## src/rtl/hazard_fwd_unit.sv

```systemverilog
// hazard_fwd_unit
// Hazard detection and operand-forwarding controller for the EX-stage
// operand muxes. Tracks in-flight register writes in a 3-entry scoreboard
// (EX, MEM, WB), produces registered A/B forward selects, and generates the
// load-use stall / bubble controls for the IF/ID and ID/EX registers.
//
// Build option: define FWD_EN to enable operand forwarding. With FWD_EN
// undefined (the default) the selects stay at register-file and every
// dependence on the EX or MEM entry stalls until the producer reaches WB.
module hazard_fwd_unit #(
    parameter int unsigned REG_ADDR_W = 5,
    parameter int unsigned CNT_W      = 16
) (
    input  logic                  clk,
    input  logic                  reset,
    input  logic                  id_valid,
    input  logic [REG_ADDR_W-1:0] id_rs1,
    input  logic [REG_ADDR_W-1:0] id_rs2,
    input  logic                  id_use_rs1,
    input  logic                  id_use_rs2,
    input  logic [REG_ADDR_W-1:0] id_rd,
    input  logic                  id_we,
    input  logic                  id_is_load,
    input  logic                  flush,
    output logic                  stall_id,
    output logic                  bubble_ex,
    output logic [1:0]            fwd_a_sel,
    output logic [1:0]            fwd_b_sel,
    output logic [CNT_W-1:0]      stall_cnt
);

    typedef enum logic [1:0] {
        SEL_RF    = 2'b00,
        SEL_EXMEM = 2'b01,
        SEL_MEMWB = 2'b10
    } fwd_sel_t;

    typedef struct packed {
        logic                  v;
        logic [REG_ADDR_W-1:0] rd;
        logic                  ld;
    } sb_entry_t;

    sb_entry_t sb_ex, sb_mem, sb_wb;

    logic     m_ex_a, m_ex_b, m_mem_a, m_mem_b, m_wb_a, m_wb_b;
    logic     hazard;
    fwd_sel_t sel_a_nxt, sel_b_nxt;
    logic     unused_bits;

    function automatic logic src_match(input sb_entry_t e,
                                       input logic [REG_ADDR_W-1:0] s,
                                       input logic use_s);
        return e.v && (e.rd == s) && (s != '0) && use_s;
    endfunction

    // Source matches against each scoreboard entry.
    always_comb begin
        m_ex_a  = src_match(sb_ex,  id_rs1, id_use_rs1);
        m_ex_b  = src_match(sb_ex,  id_rs2, id_use_rs2);
        m_mem_a = src_match(sb_mem, id_rs1, id_use_rs1);
        m_mem_b = src_match(sb_mem, id_rs2, id_use_rs2);
        m_wb_a  = src_match(sb_wb,  id_rs1, id_use_rs1);
        m_wb_b  = src_match(sb_wb,  id_rs2, id_use_rs2);
    end

    // Hazard detection and next forward selects; newest producer wins.
    // A WB match reads the register file, which is written in the first
    // half-cycle, so it maps to SEL_RF.
    always_comb begin
        hazard    = 1'b0;
        sel_a_nxt = SEL_RF;
        sel_b_nxt = SEL_RF;
`ifdef FWD_EN
        hazard = (m_ex_a || m_ex_b) && sb_ex.ld;
        if (m_ex_a && !sb_ex.ld) sel_a_nxt = SEL_EXMEM;
        else if (m_mem_a)        sel_a_nxt = SEL_MEMWB;
        else if (m_wb_a)         sel_a_nxt = SEL_RF;
        if (m_ex_b && !sb_ex.ld) sel_b_nxt = SEL_EXMEM;
        else if (m_mem_b)        sel_b_nxt = SEL_MEMWB;
        else if (m_wb_b)         sel_b_nxt = SEL_RF;
`else
        hazard = m_ex_a || m_ex_b || m_mem_a || m_mem_b;
        if (m_wb_a) sel_a_nxt = SEL_RF;
        if (m_wb_b) sel_b_nxt = SEL_RF;
`endif
    end

    // Pipeline controls; flush kills the ID instruction and overrides a stall.
    always_comb begin
        stall_id  = id_valid && hazard && !flush;
        bubble_ex = stall_id || flush;
    end

    // Scoreboard shift, registered selects and saturating stall counter.
    always_ff @(posedge clk) begin
        if (reset) begin
            sb_ex     <= '0;
            sb_mem    <= '0;
            sb_wb     <= '0;
            fwd_a_sel <= SEL_RF;
            fwd_b_sel <= SEL_RF;
            stall_cnt <= '0;
        end else begin
            sb_wb    <= sb_mem;
            sb_mem   <= sb_ex;
            sb_ex.v  <= id_valid && id_we && (id_rd != '0) && !stall_id && !flush;
            sb_ex.rd <= id_rd;
            sb_ex.ld <= id_is_load;
            if (stall_id || bubble_ex || flush || !id_valid) begin
                fwd_a_sel <= SEL_RF;
                fwd_b_sel <= SEL_RF;
            end else begin
                fwd_a_sel <= sel_a_nxt;
                fwd_b_sel <= sel_b_nxt;
            end
            if (stall_id && (stall_cnt != '1))
                stall_cnt <= stall_cnt + CNT_W'(1);
        end
    end

    // Load flags of the older entries are tracked but not consulted.
    assign unused_bits = ^{sb_ex.ld, sb_mem.ld, sb_wb.ld};

endmodule

```

## config.mk

```make
export PLATFORM = sky130hd
export DESIGN_NAME = hazard_fwd_unit
export DESIGN_NICKNAME = d
export VERILOG_FILES = /design/src/rtl/hazard_fwd_unit.sv
export SDC_FILE = /design/constraint.sdc
export NUM_CORES = 1
export LEC_CHECK = 0
export BUFFER_PORTS_ARGS = -buffer_cell sky130_fd_sc_hd__buf_2
export CAP_MARGIN = 15
export CORE_MARGIN = 1.5
export CORE_UTILIZATION = 46
export CTS_CLUSTER_DIAMETER = 80
export DETAILED_ROUTE_END_ITERATION = 12
export GPL_TIMING_DRIVEN = 0
export PLACE_DENSITY = 0.75
export RECOVER_POWER = 25
export SLEW_MARGIN = 5
export SYNTH_ARGS = -nofsm -noshare
export SYNTH_HDL_FRONTEND = slang
export SYNTH_SLANG_ARGS = --single-unit
export TNS_END_PERCENT = 5
```

## constraint.sdc

```tcl
create_clock -name clk -period 1.84 [get_ports clk]
set_input_delay 0.092 -clock clk [delete_from_list [all_inputs] [get_ports clk]]
set_output_delay 0.092 -clock clk [all_outputs]
set_load 0.02 [all_outputs]
```

==> results of run 1 <==
## path summary, 6_finish.rpt
| kind | from | to | slack [ps] |
|---|---|---|---|
| max | stall_cnt[1] | stall_cnt[1] | -190 |
| min | id_rd[1] | sb_ex[2] | 8 |
| min reg2reg | stall_cnt[10] | stall_cnt[10] | 490 |
| max reg2reg | stall_cnt[1] | stall_cnt[1] | -190 |
## cell type report
type / count / area (um2) / share of cell area
Multi-Input combinational cell: 134 / 973.4 / 0.4590
Buffer: 10 / 76.32 / 0.03599
Inverter: 3 / 11.26 / 0.005310
Sequential cell: 28 / 595.6 / 0.2808
Clock inverter: 1 / 3.754 / 0.001770
Tap cell: 44 / 55.05 / 0.02596
Timing Repair Buffer: 61 / 382.9 / 0.1805
Clock buffer: 3 / 22.52 / 0.01062
## per-stage QoR
| step | instance area (um2) | util | hold WS (ps) | setup slack [ps] | instances |
|---|---|---|---|---|---|
| CTS | 2079 | 0.6648 | 2.474 | -118.3 | 280 |
| floorplan | 1585 | - | 220.2 | -39.86 | 175 |
| detailed placement | 1836 | 0.5868 | 321.8 | -331.9 | 258 |
| global placement | 1836 | 0.5868 | 310.9 | -263.6 | 258 |
| finish | 2121 | 0.6780 | 7.670 | -190.6 | 284 |
| global route | 2121 | 0.6780 | 7.059 | -305.4 | 284 |
## registers in the layout, summed over array words and instances (netlist names)
register and count:
sb_mem 6, sb_ex 6, stall_cnt 16
## synth_stat cells (2+ instances only)
library cell / number
sky130_fd_sc_hd__nor2_1: 12
sky130_fd_sc_hd__o21ai_1: 3
sky130_fd_sc_hd__mux2_1: 3
sky130_fd_sc_hd__or2_2: 2
sky130_fd_sc_hd__or4_1: 5
sky130_fd_sc_hd__or4_2: 2
sky130_fd_sc_hd__inv_1: 3
sky130_fd_sc_hd__o22ai_1: 2
sky130_fd_sc_hd__nand2_1: 12
sky130_fd_sc_hd__nand4_1: 8
sky130_fd_sc_hd__or3_1: 4
sky130_fd_sc_hd__clkbuf_1: 3
sky130_fd_sc_hd__nor3_1: 2
sky130_fd_sc_hd__nand3_1: 6
sky130_fd_sc_hd__o311ai_1: 2
sky130_fd_sc_hd__o21a_1: 2
sky130_fd_sc_hd__dfxtp_1: 28
sky130_fd_sc_hd__nor4_2: 2
sky130_fd_sc_hd__o211ai_1: 2
sky130_fd_sc_hd__buf_4: 4
sky130_fd_sc_hd__o31ai_1: 2
sky130_fd_sc_hd__o41ai_1: 2
sky130_fd_sc_hd__nor2b_1: 16
sky130_fd_sc_hd__a21oi_1: 4
sky130_fd_sc_hd__xnor2_1: 20
## per-layer routing
metal | up-vias | share of wire | track usage
li1 | 744 | - | -
met4 | 0 | 0.0070 | 0.06522
met2 | 57 | 0.48 | 0.3656
met3 | 4 | 0.058 | 0.03412
met1 | 703 | 0.45 | 0.2810
met5 | - | 0 | 0
## cells by family (layout without fill, tap and decap cells)
logic type	after synthesis	after routing	share of synthesized area
adders and majority gates	1	1	0.008129
and+or+nand+nor	76	76	0.2797
muxes	5	5	0.03821
DFF	28	28	0.3642
xor gates and xnor gates	21	21	0.1195
AOI/OAI and AO/OA	27	27	0.1309
buffers and inverters	13	78	0.05691
other	1	4	0.002437
## critical path: stages, from the launching register on
cell and delay [ps]:
sky130_fd_sc_hd__dfxtp_4 390, sky130_fd_sc_hd__ha_4 160, sky130_fd_sc_hd__nand3_4 90, sky130_fd_sc_hd__nor4_4 410, sky130_fd_sc_hd__nor3_2 90, sky130_fd_sc_hd__a22oi_2 240, sky130_fd_sc_hd__buf_6 170, sky130_fd_sc_hd__buf_12 120
sky130_fd_sc_hd__mux2i_2 190, sky130_fd_sc_hd__nor2_1 60
## power by group through the flow
stage / Combinational (mW) / Clock [mW] / Sequential, mW
5_1_grt: 0.157 / 0.290 / 0.626
3_3_place_gp: 0.130 / 0 / 0.638
6_report: 0.144 / 0.253 / 0.624
2_1_floorplan: 0.0842 / 0 / 0.636
3_5_place_dp: 0.132 / 0 / 0.639
4_1_cts: 0.143 / 0.258 / 0.624
## what timing repair did
action	in CTS	in global routing
pin swaps	7	6
buffers inserted	14	4
hold buffers	4	0
setup endpoints to repair	17	17
gates resized for setup	18	4
endpoints found under the hold margin	4	0
==> impl_metrics.prom, run 1 <==
# TYPE chip_impl_metric gauge
chip_impl_metric{name="drt_first_pass_iters",unit=""} 4
chip_impl_metric{name="fin_total_pwr",unit="mW"} 1.021
chip_impl_metric{name="p_switching",unit="uW"} 254.8
chip_impl_metric{name="timing.reg2reg.worst_path_depth",unit=""} 9
chip_impl_metric{name="ctsLongestPathBuffers",unit=""} 2
chip_impl_metric{name="cts_max_level",unit=""} 1
chip_impl_metric{name="drt_iter0_drc",unit=""} 83
chip_impl_info{name="criticalPathCategory",value="flip-flop to flip-flop"} 1
chip_impl_metric{name="max_slew_margin",unit=""} 0.6088
chip_impl_metric{name="top_level_port_count",unit=""} 45
chip_impl_metric{name="cells_after_synth",unit=""} 172
chip_impl_metric{name="fin_crit",unit="ps"} 2031
chip_impl_info{name="setup.worst_path.end_class",value="flip-flop"} 1
chip_impl_info{name="synth_flop_cell",value="sky130_fd_sc_hd__dfxtp_1"} 1
chip_impl_metric{name="maximum_number_of_pins_on_one_net_before_global_route_repair",unit=""} 16
chip_impl_metric{name="fmaxAchievable",unit="MHz"} 492.5
chip_impl_metric{name="num_antenna_cells",unit=""} 0
chip_impl_metric{name="die_w",unit="um"} 60.84
chip_impl_metric{name="worst_ir_drop_vdd",unit="mV"} 0.3451
chip_impl_metric{name="power.density_cell_area",unit="nW/um2"} 481.3
chip_impl_metric{name="report.final.slew_viol_count",unit=""} 0
chip_impl_metric{name="route.detailed.wl_per_inst",unit="um"} 13.64
chip_impl_metric{name="synth-warning-count",unit=""} 0
chip_impl_metric{name="synth.avg_cell_area",unit="um2"} 8.948
chip_impl_metric{name="seqPwrFrac",unit=""} 0.611
chip_impl_metric{name="worst_skew_pair.late_latency",unit="ps"} 320
chip_impl_metric{name="first_global_vias",unit=""} 1311
chip_impl_metric{name="syn-cell-area",unit="um2"} 1539
chip_impl_metric{name="yosys.area.top_type_share",unit=""} 0.3642
chip_impl_metric{name="worst-endpoint-arrival",unit="ps"} 2230
chip_impl_metric{name="clkSinkCount",unit=""} 28
chip_impl_metric{name="globalRouteOverflowTotal",unit=""} 0
chip_impl_metric{name="viasPerCell",unit=""} 5.310
chip_impl_metric{name="power.clock.fraction",unit=""} 0.248
chip_impl_metric{name="total_drc_errors_in_the_routed_layout",unit=""} 0
chip_impl_metric{name="number_of_enable_type_register_cells_in_the_synthesized_netlist",unit=""} 0
chip_impl_metric{name="hold_violations",unit=""} 0
chip_impl_metric{name="leakagePower",unit="nW"} 0.8522
chip_impl_info{name="netlist.top_cell.by_area",value="sky130_fd_sc_hd__dfxtp_1"} 1
chip_impl_metric{name="fin_setup_tns",unit="ps"} -1780
chip_impl_metric{name="critPathRequiredTime",unit="ps"} 2040
chip_impl_metric{name="detailedPlacementHpwl",unit="um"} 2629
chip_impl_metric{name="detail-route-antenna-nets",unit=""} 0
chip_impl_metric{name="max_cap_viol_count",unit=""} 0
chip_impl_metric{name="synth.yosys.seq_area_share",unit=""} 0.3642
chip_impl_metric{name="share_of_flip_flops_with_an_asynchronous_set_or_reset_after_synthesis",unit=""} 0
chip_impl_metric{name="final-setup-viol-count",unit=""} 13
chip_impl_info{name="violated_checks",value="setup timing"} 1
chip_impl_info{name="hp-class",value="input pin to flip-flop"} 1
chip_impl_metric{name="cts-buffers-inserted",unit=""} 3
chip_impl_info{name="worst_setup_path_start_kind",value="flip-flop"} 1
chip_impl_metric{name="power.internal",unit="uW"} 765.9
chip_impl_metric{name="worst-path-max-fanout",unit=""} 6
chip_impl_metric{name="clk_pin_slew_worst_paths",unit="ps"} 140
chip_impl_metric{name="rows",unit=""} 20
chip_impl_metric{name="drt_wl_total",unit="um"} 3873
chip_impl_metric{name="initial_utilization",unit=""} 0.4920
chip_impl_metric{name="antenna_found_initial",unit=""} 0
chip_impl_metric{name="combPwrFrac",unit=""} 0.141
chip_impl_metric{name="syn2layout_area_growth",unit="%"} 37.80
chip_impl_info{name="grt_setup_unrepaired",value="yes"} 1
chip_impl_metric{name="dieHeight",unit="um"} 60.84
chip_impl_info{name="final_common_cell",value="sky130_fd_sc_hd__buf_2"} 1
chip_impl_metric{name="fin_worst_skew",unit="ps"} 2.881
chip_impl_info{name="cts_tree",value="yes"} 1
chip_impl_metric{name="timing_worst_slew_pin_value",unit="ps"} 586.8
chip_impl_metric{name="fillerInstances",unit=""} 266
chip_impl_metric{name="ys_seq_elements",unit=""} 28
chip_impl_metric{name="holdPathStages",unit=""} 2
chip_impl_metric{name="post-route-period-util",unit=""} 1.104
chip_impl_metric{name="detailroute.via_count",unit=""} 1508
chip_impl_info{name="synth.top_cells.by_area",value="sky130_fd_sc_hd__dfxtp_1 36%, sky130_fd_sc_hd__xnor2_1 11%, sky130_fd_sc_hd__nor2b_1 6.5%"} 1
chip_impl_metric{name="place.gp.congestion",unit=""} 0.8856
chip_impl_metric{name="synth_cell_types",unit=""} 46
chip_impl_info{name="root_buffer",value="sky130_fd_sc_hd__clkbuf_4"} 1
chip_impl_metric{name="power_switching_share",unit=""} 0.2496
chip_impl_metric{name="port_buffers",unit=""} 39
chip_impl_info{name="result_of_the_run",value="finished with violations"} 1
chip_impl_metric{name="die-area",unit="um2"} 3702
chip_impl_metric{name="layout-drive-gt1-share",unit=""} 0.4417
chip_impl_metric{name="num-nets-final",unit=""} 265
chip_impl_info{name="layout_common_cells",value="38 x sky130_fd_sc_hd__buf_2, 21 x sky130_fd_sc_hd__buf_4, 19 x sky130_fd_sc_hd__xnor2_1"} 1
chip_impl_metric{name="final.setup.worst_slack",unit="ps"} -190.6
chip_impl_metric{name="core_region_area",unit="um2"} 3128
chip_impl_metric{name="wire_length_of_the_first_global_routing_pass",unit="um"} 5947
chip_impl_metric{name="globalRouteTotalUtil",unit=""} 0.2152
No activity file was read; power rests on OpenSTA's default activity.
==> inputs of run 2 (changes only) <==
PLACE_DENSITY = 0.76   (was 0.75)
==> run 2 against run 1 <==
  * The run still ends with setup timing left
  * Register-to-register slack better by 50 ps
  * Combinational power increased by 9%
  * Count of clock-buffer cells in the layout is 1 higher
  * Wire length up 6.4%
  * Critical path type unchanged
==> impl_metrics.prom, run 2 (synthesis results as in run 1) <==
# TYPE chip_impl_metric gauge
chip_impl_metric{name="fin_worst_skew",unit="ps"} 3.716
chip_impl_metric{name="fmaxAchievable",unit="MHz"} 504.3
chip_impl_metric{name="power.internal",unit="uW"} 773.8
chip_impl_metric{name="drt_wl_total",unit="um"} 4119
chip_impl_metric{name="cts_max_level",unit=""} 1
chip_impl_info{name="violated_checks",value="setup timing"} 1
chip_impl_metric{name="port_buffers",unit=""} 39
chip_impl_metric{name="drt_iter0_drc",unit=""} 50
chip_impl_metric{name="grtUsageMet3",unit=""} 0.02132
chip_impl_metric{name="viasPerCell",unit=""} 5.268
chip_impl_info{name="grt.busiest_layer",value="met2"} 1
chip_impl_metric{name="max_slew_margin",unit=""} 0.6329
chip_impl_metric{name="post-route-period-util",unit=""} 1.078
chip_impl_info{name="registers_with_the_most_flip_flops",value="stall_cnt (16), sb_ex (6), sb_mem (6)"} 1
chip_impl_info{name="max_flop_register",value="stall_cnt"} 1
chip_impl_metric{name="initial_utilization",unit=""} 0.4920
chip_impl_metric{name="final_area",unit="um2"} 2201
chip_impl_metric{name="final_core_util",unit=""} 0.7036
chip_impl_metric{name="seqPwrFrac",unit=""} 0.599
chip_impl_metric{name="cts-buffers-inserted",unit=""} 3
chip_impl_info{name="layout_common_cells",value="38 x sky130_fd_sc_hd__buf_2, 24 x sky130_fd_sc_hd__buf_4, 16 x sky130_fd_sc_hd__nor2b_1"} 1
chip_impl_info{name="grt_setup_unrepaired",value="yes"} 1
chip_impl_metric{name="power.clock.fraction",unit=""} 0.250
chip_impl_metric{name="first_global_vias",unit=""} 1435
chip_impl_metric{name="num_antenna_cells",unit=""} 0
chip_impl_metric{name="detailedPlacementHpwl",unit="um"} 2605
chip_impl_info{name="criticalPathCategory",value="flip-flop to flip-flop"} 1
chip_impl_info{name="final_common_cell",value="sky130_fd_sc_hd__buf_2"} 1
chip_impl_metric{name="syn2layout_area_growth",unit="%"} 43.01
chip_impl_metric{name="die-area",unit="um2"} 3702
chip_impl_metric{name="ctsLongestPathBuffers",unit=""} 2
chip_impl_metric{name="largest_reg_flops",unit=""} 16
chip_impl_metric{name="dieHeight",unit="um"} 60.84
chip_impl_metric{name="drt_first_pass_iters",unit=""} 4
chip_impl_metric{name="final-setup-viol-count",unit=""} 14
chip_impl_metric{name="wire_length_of_the_first_global_routing_pass",unit="um"} 6596
chip_impl_metric{name="rows",unit=""} 20
chip_impl_metric{name="groute.layer.met2.usage",unit=""} 0.4178
chip_impl_metric{name="total_drc_errors_in_the_routed_layout",unit=""} 0
chip_impl_info{name="hp-class",value="input pin to flip-flop"} 1
chip_impl_metric{name="fin_total_pwr",unit="mW"} 1.036
chip_impl_metric{name="power_switching_share",unit=""} 0.2534
chip_impl_metric{name="worst-endpoint-arrival",unit="ps"} 2190
chip_impl_info{name="worstHoldStart",value="id_we"} 1
chip_impl_metric{name="p_switching",unit="uW"} 262.7
chip_impl_metric{name="clk_pin_slew_worst_paths",unit="ps"} 150
chip_impl_metric{name="antenna_found_initial",unit=""} 0
chip_impl_metric{name="power.density_cell_area",unit="nW/um2"} 470.9
chip_impl_info{name="cts_tree",value="yes"} 1
chip_impl_metric{name="report.final.slew_viol_count",unit=""} 0
chip_impl_metric{name="route.detailed.wl_per_inst",unit="um"} 14.35
chip_impl_metric{name="critPathRequiredTime",unit="ps"} 2050
chip_impl_metric{name="fillerInstances",unit=""} 260
chip_impl_metric{name="core_region_area",unit="um2"} 3128
chip_impl_metric{name="maximum_number_of_pins_on_one_net_before_global_route_repair",unit=""} 16
chip_impl_metric{name="die_w",unit="um"} 60.84
chip_impl_metric{name="layout-drive-gt1-share",unit=""} 0.4691
chip_impl_metric{name="worst-path-max-fanout",unit=""} 5
chip_impl_metric{name="max_cap_viol_count",unit=""} 0
chip_impl_info{name="worst_r2r_startpoint",value="stall_cnt[0]"} 1
chip_impl_metric{name="top_level_port_count",unit=""} 45
chip_impl_metric{name="global_routing_met1_resource_utilization",unit=""} 0.3168
chip_impl_metric{name="timing_worst_slew_pin_value",unit="ps"} 550.7
chip_impl_info{name="crit_start",value="stall_cnt[0]"} 1
chip_impl_metric{name="dpl-instance-area",unit="um2"} 1836
chip_impl_info{name="root_buffer",value="sky130_fd_sc_hd__clkbuf_4"} 1
chip_impl_metric{name="fin_crit",unit="ps"} 1983
chip_impl_metric{name="globalRouteTotalUtil",unit=""} 0.2387
chip_impl_metric{name="clkSinkCount",unit=""} 28
chip_impl_metric{name="detailroute.via_count",unit=""} 1512
chip_impl_metric{name="worst_skew_pair.late_latency",unit="ps"} 320
chip_impl_metric{name="leakagePower",unit="nW"} 0.8960
chip_impl_metric{name="combPwrFrac",unit=""} 0.151
chip_impl_metric{name="detail-route-antenna-nets",unit=""} 0
chip_impl_metric{name="placed_cells_incl_taps",unit=""} 258
chip_impl_info{name="result_of_the_run",value="finished with violations"} 1
chip_impl_metric{name="globalRouteOverflowTotal",unit=""} 0
chip_impl_info{name="setup.worst_path.end_class",value="flip-flop"} 1
chip_impl_metric{name="final.setup.worst_slack",unit="ps"} -143.1
chip_impl_metric{name="num-nets-final",unit=""} 268
chip_impl_info{name="worst_setup_path_start_kind",value="flip-flop"} 1
chip_impl_metric{name="fin_cells",unit=""} 287
chip_impl_metric{name="fin_setup_tns",unit="ps"} -1409
chip_impl_metric{name="place.gp.congestion",unit=""} 0.9046
chip_impl_metric{name="hold_violations",unit=""} 0
chip_impl_metric{name="worst_ir_drop_vdd",unit="mV"} 0.3209
run 2: power groups by stage:
stage          Sequential (mW)  Clock [mW]  Combinational, mW
6_report                 0.621       0.259              0.157
5_1_grt                  0.622       0.291              0.170
4_1_cts                  0.622       0.268              0.146
3_5_place_dp             0.639           0              0.133
3_3_place_gp             0.639           0              0.130
2_1_floorplan            0.636           0             0.0842
run 2: critical path, cell delays in order (launching register included):
cell and delay (ps):
sky130_fd_sc_hd__dfxtp_4 400, sky130_fd_sc_hd__ha_4 170, sky130_fd_sc_hd__nand3_4 90, sky130_fd_sc_hd__nor4_4 350, sky130_fd_sc_hd__nor3_2 80, sky130_fd_sc_hd__a22oi_2 250, sky130_fd_sc_hd__buf_6 180, sky130_fd_sc_hd__buf_12 120
sky130_fd_sc_hd__mux2i_1 190, sky130_fd_sc_hd__nor2_1 50
run 2: metal layers:
layer	wire length [um]	vias to the layer above
li1	-	750
met1	1893	708
met2	2034	50
met3	162	4
met4	28	0
met5	0	-
run 2: final timing paths:
path / endpoint / slack, ps / cells after the start
setup / recovery: stall_cnt[1] / -140 / 9
hold / removal: sb_ex[6] / 10 / 3
setup reg to reg: stall_cnt[1] / -140 / 9
hold reg to reg: stall_cnt[10] / 510 / 2
run 2: through the flow:
stage	hold slack, ps	setup slack (ps)
final	13.71	-143.1
after global routing	21.86	-274.6
after CTS	9.991	-126.3
after detailed placement	321.5	-302.2
after floorplan	220.2	-39.86
after global placement	312.9	-262.2
run 2: layout make-up:
class                   instances  area [um2]  share of cell area
flip-flops and latches         28       603.1              0.2740
multi-input cells             134        1013              0.4605
well taps                      44       55.05             0.02501
clock buffers                   4       26.28             0.01194
inverters                       3       11.26            0.005117
repair buffers                 64       415.4              0.1887
plain buffers                  10       76.32             0.03468
run 2: repair_timing:
| action | in CTS | in global routing |
|---|---|---|
| setup buffers | 13 | 6 |
| setup endpoints to repair | 16 | 18 |
| hold buffers | 5 | 0 |
| gates cloned | 0 | 1 |
| resized for setup | 19 | 12 |
| endpoints found under the hold margin | 5 | 0 |
| pin swaps | 8 | 9 |
==> inputs of run 3 (changes only) <==
CORE_UTILIZATION = 45   (was 46)
PLACE_DENSITY = 0.75   (was 0.76)
==> run 3 against run 2 <==
  * The flow still finishes with violations (setup timing)
  * Core utilization is 3.8 points lower
  * Register-to-register slack better by 100 ps
  * Fmax is 5.4% higher
  * Sequential power hardly changed
  * Die area is 2.1% higher
  * Non-clock buffer count is 2 higher
  * Clock skew is 0.70 ps lower
  * Sequential share of layout area is 0.072 points lower
  * Critical path type unchanged
  * Via count is 0.60% lower
  * First-iteration DRC count is 28% higher
  * Critical endpoint is now stall_cnt[4]
  * Highest routed layer unchanged
==> impl_metrics.prom, run 3 (synthesis results as in run 1) <==
# TYPE chip_impl_metric gauge
chip_impl_info{name="setup.worst_path.end_class",value="flip-flop"} 1
chip_impl_info{name="hp-class",value="input pin to flip-flop"} 1
chip_impl_metric{name="power.internal",unit="uW"} 768.4
chip_impl_metric{name="drt_iter0_drc",unit=""} 64
chip_impl_metric{name="worst-endpoint-arrival",unit="ps"} 2170
chip_impl_info{name="max_flop_register",value="stall_cnt"} 1
chip_impl_metric{name="top_level_port_count",unit=""} 45
chip_impl_metric{name="timing_worst_slew_pin_value",unit="ps"} 578.8
chip_impl_info{name="result_of_the_run",value="finished with violations"} 1
chip_impl_metric{name="critPathRequiredTime",unit="ps"} 2130
chip_impl_info{name="final_common_cell",value="sky130_fd_sc_hd__buf_2"} 1
chip_impl_metric{name="final-seq-area",unit="um2"} 601.8
chip_impl_metric{name="ctsLongestPathBuffers",unit=""} 2
chip_impl_metric{name="placed_cells_incl_taps",unit=""} 260
chip_impl_metric{name="fin_crit",unit="ps"} 1881
chip_impl_metric{name="initial_utilization",unit=""} 0.4649
chip_impl_info{name="path_cells",value="xnor2_2, nand4_1, o22ai_2, a22oi_2, buf_6, buf_4, or4_1, nand2_1"} 1
chip_impl_metric{name="worst-r2r-setup-slack",unit="ps"} -40
chip_impl_metric{name="final.setup.worst_slack",unit="ps"} -41.43
chip_impl_info{name="worst_setup_path_start_kind",value="flip-flop"} 1
chip_impl_metric{name="worst-path-max-fanout",unit=""} 6
chip_impl_metric{name="detailroute.via_count",unit=""} 1503
chip_impl_metric{name="worst_skew_pair.late_latency",unit="ps"} 330
chip_impl_metric{name="clkSinkCount",unit=""} 28
chip_impl_metric{name="syn2layout_area_growth",unit="%"} 43.09
chip_impl_metric{name="wire_length_of_the_first_global_routing_pass",unit="um"} 5871
chip_impl_metric{name="antenna_found_initial",unit=""} 0
chip_impl_metric{name="num-nets-final",unit=""} 270
chip_impl_metric{name="clk_pin_slew_worst_paths",unit="ps"} 140
chip_impl_metric{name="power.clock.fraction",unit=""} 0.251
chip_impl_info{name="grt_setup_unrepaired",value="yes"} 1
chip_impl_metric{name="detail-route-antenna-nets",unit=""} 0
chip_impl_metric{name="port_buffers",unit=""} 39
chip_impl_metric{name="first_global_vias",unit=""} 1331
chip_impl_info{name="violated_checks",value="setup timing"} 1
chip_impl_metric{name="place.gp.congestion",unit=""} 0.7906
chip_impl_metric{name="fmaxAchievable",unit="MHz"} 531.5
chip_impl_metric{name="hold_violations",unit=""} 0
chip_impl_metric{name="max_cap_viol_count",unit=""} 0
chip_impl_info{name="layout_common_cells",value="39 x sky130_fd_sc_hd__buf_2, 23 x sky130_fd_sc_hd__buf_4, 19 x sky130_fd_sc_hd__xnor2_1"} 1
chip_impl_metric{name="layout-drive-gt1-share",unit=""} 0.4776
chip_impl_metric{name="viasPerCell",unit=""} 5.165
chip_impl_metric{name="maximum_number_of_pins_on_one_net_before_global_route_repair",unit=""} 16
chip_impl_metric{name="rows",unit=""} 21
chip_impl_metric{name="buffering_stage_count_on_the_worst_path_with_inverters_included",unit=""} 2
chip_impl_info{name="crit_family",value="simple AND/OR/NAND/NOR gates"} 1
chip_impl_metric{name="dp_slack",unit="ps"} -212.9
chip_impl_metric{name="drt_wl_total",unit="um"} 3835
chip_impl_info{name="cts_tree",value="yes"} 1
chip_impl_metric{name="final-setup-viol-count",unit=""} 8
chip_impl_metric{name="post-route-period-util",unit=""} 1.023
chip_impl_metric{name="max_slew_margin",unit=""} 0.6141
chip_impl_metric{name="die-area",unit="um2"} 3780
chip_impl_metric{name="final_core_util",unit=""} 0.6652
chip_impl_metric{name="p_switching",unit="uW"} 260.0
chip_impl_info{name="root_buffer",value="sky130_fd_sc_hd__clkbuf_4"} 1
chip_impl_info{name="crit_slowest_cell",value="sky130_fd_sc_hd__or4_1"} 1
chip_impl_metric{name="cts-buffers-inserted",unit=""} 3
chip_impl_metric{name="cts_max_level",unit=""} 1
chip_impl_info{name="criticalPathCategory",value="flip-flop to flip-flop"} 1
chip_impl_metric{name="worst_ir_drop_vdd",unit="mV"} 0.2606
chip_impl_metric{name="num_antenna_cells",unit=""} 0
chip_impl_metric{name="route.detailed.wl_per_inst",unit="um"} 13.18
chip_impl_metric{name="globalRouteTotalUtil",unit=""} 0.2071
chip_impl_metric{name="fillerInstances",unit=""} 281
chip_impl_metric{name="footprint_of_the_multi_input_gates",unit="um2"} 993.5
chip_impl_metric{name="fin_worst_skew",unit="ps"} 3.012
chip_impl_metric{name="leakagePower",unit="nW"} 0.8963
chip_impl_metric{name="total_drc_errors_in_the_routed_layout",unit=""} 0
chip_impl_metric{name="power_switching_share",unit=""} 0.2528
chip_impl_metric{name="fin_setup_tns",unit="ps"} -135.9
chip_impl_metric{name="seqPwrFrac",unit=""} 0.605
chip_impl_metric{name="core_region_area",unit="um2"} 3311
chip_impl_metric{name="power.density_cell_area",unit="nW/um2"} 467.0
chip_impl_metric{name="combPwrFrac",unit=""} 0.144
chip_impl_metric{name="fin_cells",unit=""} 291
chip_impl_metric{name="drt_first_pass_iters",unit=""} 4
chip_impl_metric{name="report.final.slew_viol_count",unit=""} 0
chip_impl_metric{name="largest_reg_flops",unit=""} 16
chip_impl_metric{name="die_w",unit="um"} 61.48
chip_impl_metric{name="detailedPlacementHpwl",unit="um"} 2544
chip_impl_metric{name="dieHeight",unit="um"} 61.48
chip_impl_metric{name="globalRouteOverflowTotal",unit=""} 0
chip_impl_info{name="registers_with_the_most_flip_flops",value="stall_cnt (16), sb_ex (6), sb_mem (6)"} 1
chip_impl_metric{name="worst_stage_delay_on_the_critical_path",unit="ps"} 460
[run 3: cell types whose count changed in the layout (fill, tap and decap cells not counted), sizes merged]
cell,before,now
clkbuf,8,7
clkinv,0,1
buf,65,66
dlygate4sd3,5,6
[run 3: final cells by class]
class | instances | share of cell area
buffer | 10 | 0.03523
clock buffer | 3 | 0.01023
multi-input combinational | 134 | 0.4511
clock inverter | 1 | 0.001705
sequential | 28 | 0.2733
tap | 46 | 0.02614
timing repair buffer | 66 | 0.1972
inverter | 3 | 0.005114
[run 3: metal layers]
metal	routed length (um)	global-route usage
met5	0	0
met4	36	0.05471
met3	180	0.02941
met2	1958	0.3624
met1	1660	0.2656
[run 3: tightest hold or removal path, delay by kind of cell]
kind | cells | cell delay (ps)
buffers and inverters | 1 | 120
AND/OR/NAND/NOR | 2 | 150
[run 3: power groups by stage]
stage               Combinational (mW)  Clock [mW]  Sequential (mW)
CTS                              0.147       0.268            0.623
global placement                 0.130           0            0.638
detailed placement               0.133           0            0.639
finish                           0.148       0.258            0.622
global route                     0.162       0.292            0.624
floorplan                       0.0842           0            0.636
[run 3: path summary, 6_finish.rpt]
kind,to,start,cells past startpoint
worst max-delay path,stall_cnt[4],sb_mem[2],8
worst min-delay path,stall_cnt[4],reset,3
worst max register to register,stall_cnt[4],sb_mem[2],8
worst min register to register,sb_mem[6],sb_ex[6],1
[run 3: through the flow]
step / hold slack [ps] / total power, mW / cell area, um2
after floorplan: 220.2 / 0.7205 / 1585
after detailed placement: 318.7 / 0.7711 / 1838
after global placement: 319.3 / 0.7688 / 1838
after CTS: 40.62 / 1.038 / 2123
after global routing: 39.16 / 1.078 / 2202
final: 46.37 / 1.028 / 2202
[run 3: repair_timing]
item	CTS	global route
resized for setup	20	9
cloned	0	1
pin swaps	16	9
hold buffers	6	0
endpoints found under the hold margin	6	0
buffers inserted	17	3
endpoints found under the setup margin	17	17
